`config.mk`:
```
export PLATFORM = sky130hd
export DESIGN_NAME = uart_rx_ip
export DESIGN_NICKNAME = d
export VERILOG_FILES = /design/src/rtl/uart_rx_ip.sv
export SDC_FILE = /design/constraint.sdc
export NUM_CORES = 1
export LEC_CHECK = 0
export CORE_UTILIZATION = 51
export DETAILED_ROUTE_END_ITERATION = 6
export GPL_ROUTABILITY_DRIVEN = 0
export PLACE_DENSITY = 0.81
export SYNTH_ARGS = -nofsm -noshare
export SYNTH_HDL_FRONTEND = slang
export SYNTH_SLANG_ARGS = --single-unit
```
`constraint.sdc`:
```
create_clock -name clk -period 5.4 [get_ports clk]
set_clock_uncertainty 0.2 [all_clocks]
set_input_delay 1.08 -clock clk [delete_from_list [all_inputs] [get_ports clk]]
set_output_delay 1.08 -clock clk [all_outputs]
set_load 0.02 [all_outputs]
```
`src/rtl/uart_rx_ip.sv`:
```
// uart_rx_ip: memory-mapped 8N1 UART receiver. A two-flop synchroniser feeds
// a bit-timing FSM that deserialises frames LSB-first into a small circular
// RX FIFO. The CPU sees RXDATA (pop on read), STATUS (W1C sticky flags) and
// BAUDDIV (clocks per bit, latched at each frame start).
module uart_rx_ip #(
  parameter int unsigned DEFAULT_DIV = 434,
  parameter int unsigned FIFO_DEPTH  = 4
) (
  input  logic        clk,
  input  logic        reset_n,
  input  logic [31:0] waddr,
  input  logic [31:0] wdata,
  input  logic        wen,
  input  logic [3:0]  wstrb,
  output logic        wready,
  input  logic [31:0] raddr,
  input  logic        ren,
  output logic [31:0] rdata,
  output logic        rvalid,
  input  logic        i_uart_rx,
  output logic        o_rx_irq
);

  localparam int unsigned PW = (FIFO_DEPTH > 1) ? $clog2(FIFO_DEPTH) : 1;
  localparam int unsigned CW = PW + 1;
  localparam logic [15:0] MIN_DIV = 16'd4;

  typedef enum logic [2:0] {
    S_IDLE,
    S_START,
    S_DATA,
    S_STOP,
    S_BREAK
  } rx_state_e;

  // Synchroniser and edge detect
  logic rx_meta, rx_s, rx_prev, rx_fall;

  // Receiver datapath and FSM
  rx_state_e   state, next_state;
  logic [15:0] cnt, div_lat, half_m1;
  logic [2:0]  bit_idx;
  logic [7:0]  shift;
  logic        tick, frame_start, bit_sample, push_req, ferr_set, cnt_run;

  // Registers and FIFO
  logic [15:0] bauddiv, baud_merged, baud_next;
  logic        wr_baud, wr_stat;
  logic        overrun, frame_err;
  logic [7:0]  mem [FIFO_DEPTH];
  logic [PW-1:0] wr_ptr, rd_ptr;
  logic [CW-1:0] count;
  logic        not_empty, full, pop, push_ok, ovr_set;
  logic [31:0] rdata_next;

  // Address bits and byte lanes the block does not decode
  logic unused_bits;
  assign unused_bits = ^{waddr[31:4], waddr[1:0], raddr[31:4], raddr[1:0],
                         wdata[31:16], wstrb[3:2]};

  // Two-flop synchroniser plus a delayed copy for falling-edge detection;
  // preset high so leaving reset never looks like a start bit
  always_ff @(posedge clk or negedge reset_n) begin
    // NOTE: non-blocking assignments so each flop captures the pre-edge value
    // of its neighbour; blocking here would collapse the chain into one flop.
    if (!reset_n) begin
      rx_meta <= 1'b1;
      rx_s    <= 1'b1;
      rx_prev <= 1'b1;
    end else begin
      rx_meta <= i_uart_rx;
      rx_s    <= rx_meta;
      rx_prev <= rx_s;
    end
  end

  assign rx_fall = rx_prev & ~rx_s;

  // Start bit is sampled half a bit in; all later samples one full bit apart
  assign half_m1 = (div_lat >> 1) - 16'd1;
  assign tick    = (state == S_START) ? (cnt == half_m1) : (cnt == div_lat - 16'd1);

  // FSM state register
  always_ff @(posedge clk or negedge reset_n) begin
    if (!reset_n) state <= S_IDLE;
    else          state <= next_state;
  end

  // FSM next-state logic
  always_comb begin
    // NOTE: default first so every path assigns next_state and no latch forms.
    next_state = state;
    case (state)
      S_IDLE:  if (rx_fall) next_state = S_START;
      S_START: if (tick) next_state = rx_s ? S_IDLE : S_DATA;
      S_DATA:  if (tick && bit_idx == 3'd7) next_state = S_STOP;
      S_STOP:  if (tick) next_state = rx_s ? S_IDLE : S_BREAK;
      S_BREAK: if (rx_s) next_state = S_IDLE;
      default: next_state = S_IDLE;
    endcase
  end

  // FSM outputs: counter enable, sample strobes, push and framing-error events
  always_comb begin
    frame_start = 1'b0;
    bit_sample  = 1'b0;
    push_req    = 1'b0;
    ferr_set    = 1'b0;
    cnt_run     = 1'b0;
    case (state)
      S_IDLE:  frame_start = rx_fall;
      S_START: cnt_run = !tick;
      S_DATA: begin
        cnt_run    = !tick;
        bit_sample = tick;
      end
      S_STOP: begin
        cnt_run  = !tick;
        push_req = tick & rx_s;
        ferr_set = tick & ~rx_s;
      end
      default: ;
    endcase
  end

  // Bit timer, bit index and LSB-first shift register; divisor frozen per frame
  always_ff @(posedge clk or negedge reset_n) begin
    if (!reset_n) begin
      cnt     <= 16'd0;
      div_lat <= 16'(DEFAULT_DIV);
      bit_idx <= 3'd0;
      shift   <= 8'd0;
    end else begin
      if (frame_start) div_lat <= bauddiv;
      cnt <= cnt_run ? cnt + 16'd1 : 16'd0;
      if (state == S_START)  bit_idx <= 3'd0;
      else if (bit_sample)   bit_idx <= bit_idx + 3'd1;
      if (bit_sample) shift <= {rx_s, shift[7:1]};
    end
  end

  // Register write decode; BAUDDIV honours byte lanes 0/1 and clamps tiny values
  assign wr_baud     = wen && (waddr[3:2] == 2'd2);
  assign wr_stat     = wen && (waddr[3:2] == 2'd1) && wstrb[0];
  assign baud_merged = {wstrb[1] ? wdata[15:8] : bauddiv[15:8],
                        wstrb[0] ? wdata[7:0]  : bauddiv[7:0]};
  assign baud_next   = (baud_merged < MIN_DIV) ? MIN_DIV : baud_merged;

  // FIFO control: a pop on an empty FIFO is ignored, a push into a full FIFO
  // is only accepted when the same cycle frees a slot
  assign not_empty = (count != '0);
  assign full      = (count == CW'(FIFO_DEPTH));
  assign pop       = ren && (raddr[3:2] == 2'd0) && not_empty;
  assign push_ok   = push_req && (!full || pop);
  assign ovr_set   = push_req && full && !pop;
  assign o_rx_irq  = not_empty;

  // FIFO storage, written only on an accepted push
  always_ff @(posedge clk) begin
    // NOTE: storage is not reset; count gates every read, so stale entries are
    // never visible and the array can map onto plain registers or LUT RAM.
    if (push_ok) mem[wr_ptr] <= shift;
  end

  // FIFO pointers and occupancy
  always_ff @(posedge clk or negedge reset_n) begin
    if (!reset_n) begin
      wr_ptr <= '0;
      rd_ptr <= '0;
      count  <= '0;
    end else begin
      if (push_ok) wr_ptr <= wr_ptr + PW'(1);
      if (pop)     rd_ptr <= rd_ptr + PW'(1);
      count <= count + CW'(push_ok) - CW'(pop);
    end
  end

  // Control registers: divisor and sticky flags (a new event wins over a clear)
  always_ff @(posedge clk or negedge reset_n) begin
    if (!reset_n) begin
      bauddiv   <= 16'(DEFAULT_DIV);
      overrun   <= 1'b0;
      frame_err <= 1'b0;
    end else begin
      if (wr_baud) bauddiv <= baud_next;
      overrun   <= (overrun   && !(wr_stat && wdata[2])) || ovr_set;
      frame_err <= (frame_err && !(wr_stat && wdata[3])) || ferr_set;
    end
  end

  // Read data multiplexer
  always_comb begin
    rdata_next = 32'd0;
    case (raddr[3:2])
      2'd0:    rdata_next = not_empty ? {24'd0, mem[rd_ptr]} : 32'd0;
      2'd1:    rdata_next = {28'd0, frame_err, overrun, full, not_empty};
      2'd2:    rdata_next = {16'd0, bauddiv};
      default: rdata_next = 32'd0;
    endcase
  end

  // Bus handshake: registered read data and single-cycle acknowledges
  always_ff @(posedge clk or negedge reset_n) begin
    if (!reset_n) begin
      rdata  <= 32'd0;
      rvalid <= 1'b0;
      wready <= 1'b0;
    end else begin
      if (ren) rdata <= rdata_next;
      rvalid <= ren;
      wready <= wen;
    end
  end

endmodule

```
==> key figures <==
Timing
  • Period utilisation layout: 90.5%
  • Worst slew margin: ~17%
  • Unrepaired setup endpoints after global routing: no
  • Total negative slack: 0 ns
  • Fmax: between 200 and 250 MHz
  • Final min period: 4.89 ns
  • Final hold vios: 0
  • Final Setup Violations: 0
  • Worst-Margin Slew: approximately 1.2 ns
  • Max Slew Vio Count: 0

Logic synthesis
  • Seq cells post-synth: roughly 120
  • Synth warn: 0
  • Post-synth top flop: dfrtp_1
  • Sequential fraction of the synthesis area: about half
  • Syn_area_per_cell: 11.5 um2
  • Number of distinct library cells after synthesis: 63
  • Ys async rst share: roughly three quarters
  • EDFF count, synth: 32
  • Post-Syn Instances: between 500 and 600
  • Post-Syn Area: between 6000 and 7000 um2

Placement
  • Port bufs: 45
  • Placed cells: 743
  • Post-DP HPWL: roughly 9400 um
  • Placed instance area: 6860 um2

Route
  • Vias/cell: about 5.8
  • Routed Antenna Nets: 0
  • DRT Pass-1 Iters: 5
  • Residual DRC: 0
  • Avg WL per Cell: about 18 um
  • Initial DRC Count: between 400 and 500
  • Vias: roughly 4500
  • DRT Wirelength: about 14000 um

Critical path
  • Crit path from: state[0]
  • Worst Path Max Fanout: 15
  • Crit path kind: flop to flop
  • CP Launch Type: flop
  • Critical Path End Type: flop
  • WP data arrival: 5.03 ns
  • Reg2reg start: state[0]
  • CP required: ~5.5 ns

Pwr
  • Power, Total: around 3.6 mW
  • Peak supply drop: around 0.00033 V
  • Power Dens Cells: a little under 500 nW/um2
  • Static leakage: between 3 and 4 nW

Clocking
  • CTS tree: built
  • Inserted Clock Buffers: 17
  • CTS resizes: 0
  • CTS HTree Levels: 4
  • Number of setup buffers added after CTS: 0
  • Root Buffer: clkbuf_16
  • Clock sink count: 124
  • Later-pin clock latency in the skew report: around 0.42 ns
  • # hold bufs at CTS: 0
  • CTS max path bufs: 2
  • CTS clock-pin slew for the worst setup and hold paths: ~0.06 ns

Final layout
  • Diode count: 0
  • Final std cells w/o fill: 775
  • Share of cells above drive strength 1: 17.8%
  • Post-layout instance area: 7450 um2
  • Syn-to-layout area delta: 17.9%
  • Nets@finish: around 710

Status
  • Status: complete, no violations

Die
  • Core ar.: about 12000 um2
  • Die span in x: ~110 um
  • Ports: 140
  • Initial Util: 52.4%
  • Cell row count: 40
  • Die area: roughly 13000 um2
  • Die Y: 113 um

Run
  • Max-Cap Viols: 0

GRT
  • Largest net degree at the start of global routing: 50
  • Grt total ovfl: 0
  • Initial antenna violation count: 0
  • First-pass GRT wire length: between 20000 and 25000 um
  • GRT Total Usage: 23.2%
  • Vias in the first global route: ~4600

Worst hold path
  • Hold Crit Class: flop to flop
  • Hold_sp: rx_meta
## cell usage after synthesis (all sizes together) (3+ instances only)
cell type / n / area share, %
nor2b: 4 / 0.40
dfrtp: 79 / 31
inv: 20 / 1.2
xor2: 14 / 1.9
a2111oi: 3 / 0.71
edfxtp: 32 / 15
ha: 9 / 1.8
a22oi: 9 / 1.1
buf: 25 / 2.8
nor3: 12 / 0.95
clkbuf: 15 / 0.89
nand4: 7 / 0.79
nor2: 53 / 3.1
and3: 8 / 0.79
o21ai: 17 / 1.3
and2: 5 / 0.49
mux2i: 14 / 2.2
nor4bb: 7 / 1.1
a211o: 5 / 0.69
mux4: 8 / 2.8
dfstp: 13 / 5.4
nand2: 31 / 1.8
xnor2: 22 / 3.2
nor4: 6 / 0.83
mux2: 39 / 7.4
nand3: 25 / 2.1
a211oi: 6 / 0.71
a21oi: 22 / 1.7
## worst max-delay path, cell delays in order (launching register included)
cell       delay, ns
dfrtp_1         0.59
or3b_1          0.52
a21oi_1         0.21
ha_1            0.28
o2111ai_1       0.30
o211ai_1        0.28
nor4bb_1        0.32
a211oi_1        0.18
nor4_1          0.45
and4b_1         0.43
a21o_1          0.17
ha_1            0.14
inv_1           0.05
fa_1            0.37
xnor2_1         0.17
xnor2_1         0.14
## layout make-up
| type | count | area (um2) |
|---|---|---|
| repair buffers | 51 | 493 |
| clock inverters | 15 | 173 |
| clock buffers | 17 | 425 |
| multi-input cells | 380 | 2800 |
| inverters | 20 | 75.1 |
| flip-flops and latches | 124 | 3280 |
| fillers | 874 | 4610 |
| well taps | 168 | 210 |
## placed cells by master, fill, tap and decap left out, types with 3 or more instances in the layout
cell / n
dfstp_2: 13
clkdlybuf4s50_1: 44
a22oi_1: 9
o21ai_0: 17
xor2_1: 14
edfxtp_1: 32
mux2_4: 7
inv_6: 6
nand4_1: 6
buf_4: 7
mux2_2: 31
conb_1: 16
a211o_1: 5
clkbuf_16: 17
nor2_1: 53
mux2i_1: 14
dfrtp_1: 79
nor4_1: 5
inv_1: 20
nand2_1: 31
nor2b_1: 4
nor4bb_1: 7
ha_1: 9
nand3_1: 24
xnor2_1: 21
a21oi_1: 22
and2_1: 5
nor3_1: 12
inv_8: 3
mux4_2: 8
and3_1: 8
a211oi_1: 6
## sequential cells by signal (all words and copies together) (netlist names), 8 cells and up
| signal | cells |
|---|---|
| shift | 8 |
| mem | 32 |
| div_lat | 16 |
| bauddiv | 16 |
| cnt | 16 |
| rdata | 16 |
## worst paths after layout
check / end / slack, ns / cells past startpoint
worst max register to register: count[2] / 0.51 / 15
worst min register to register: rx_s / 0.16 / 0
worst max-delay path: count[2] / 0.51 / 15
max in group asynchronous: bauddiv[1] / 3.51 / 2
min in group asynchronous: bit_idx[0] / 0.48 / 1
worst min-delay path: rx_s / 0.16 / 0
## metrics by stage
stage               hold WS, ns  setup slack [ns]  util (%)
floorplan                 0.145              1.20         -
global placement          0.148             0.836      56.8
detailed placement        0.147             0.624      56.8
CTS                       0.156             0.562      61.8
global route              0.158            0.0938      61.8
finish                    0.156             0.511      61.8
## per-layer routing
layer  wire length (um)  vias to the layer above  global-route usage (%)
met5                  0                        -                       0
met4                336                        0                    10.4
met3                743                       38                    5.46
met2               7270                      181                    40.4
met1               5550                     2255                    27.3
li1                   -                     2046                       -
## where the power goes
| group | total [mW] | switching [mW] | internal (mW) |
|---|---|---|---|
| Clock | 1.14 | 0.481 | 0.658 |
| Combinational | 1.15 | 0.622 | 0.532 |
| Sequential | 1.32 | 0.211 | 1.11 |
## kinds of logic after synthesis
family          synth area share (%)
compound gates                  8.66
xor+xnor                        5.46
flops                           51.8
fa+ha+maj                       2.10
simple gates                    14.6
buf+inv                         4.87
other cells                   0.0593
mux                             12.4
Power figures use the tool's default switching activity.
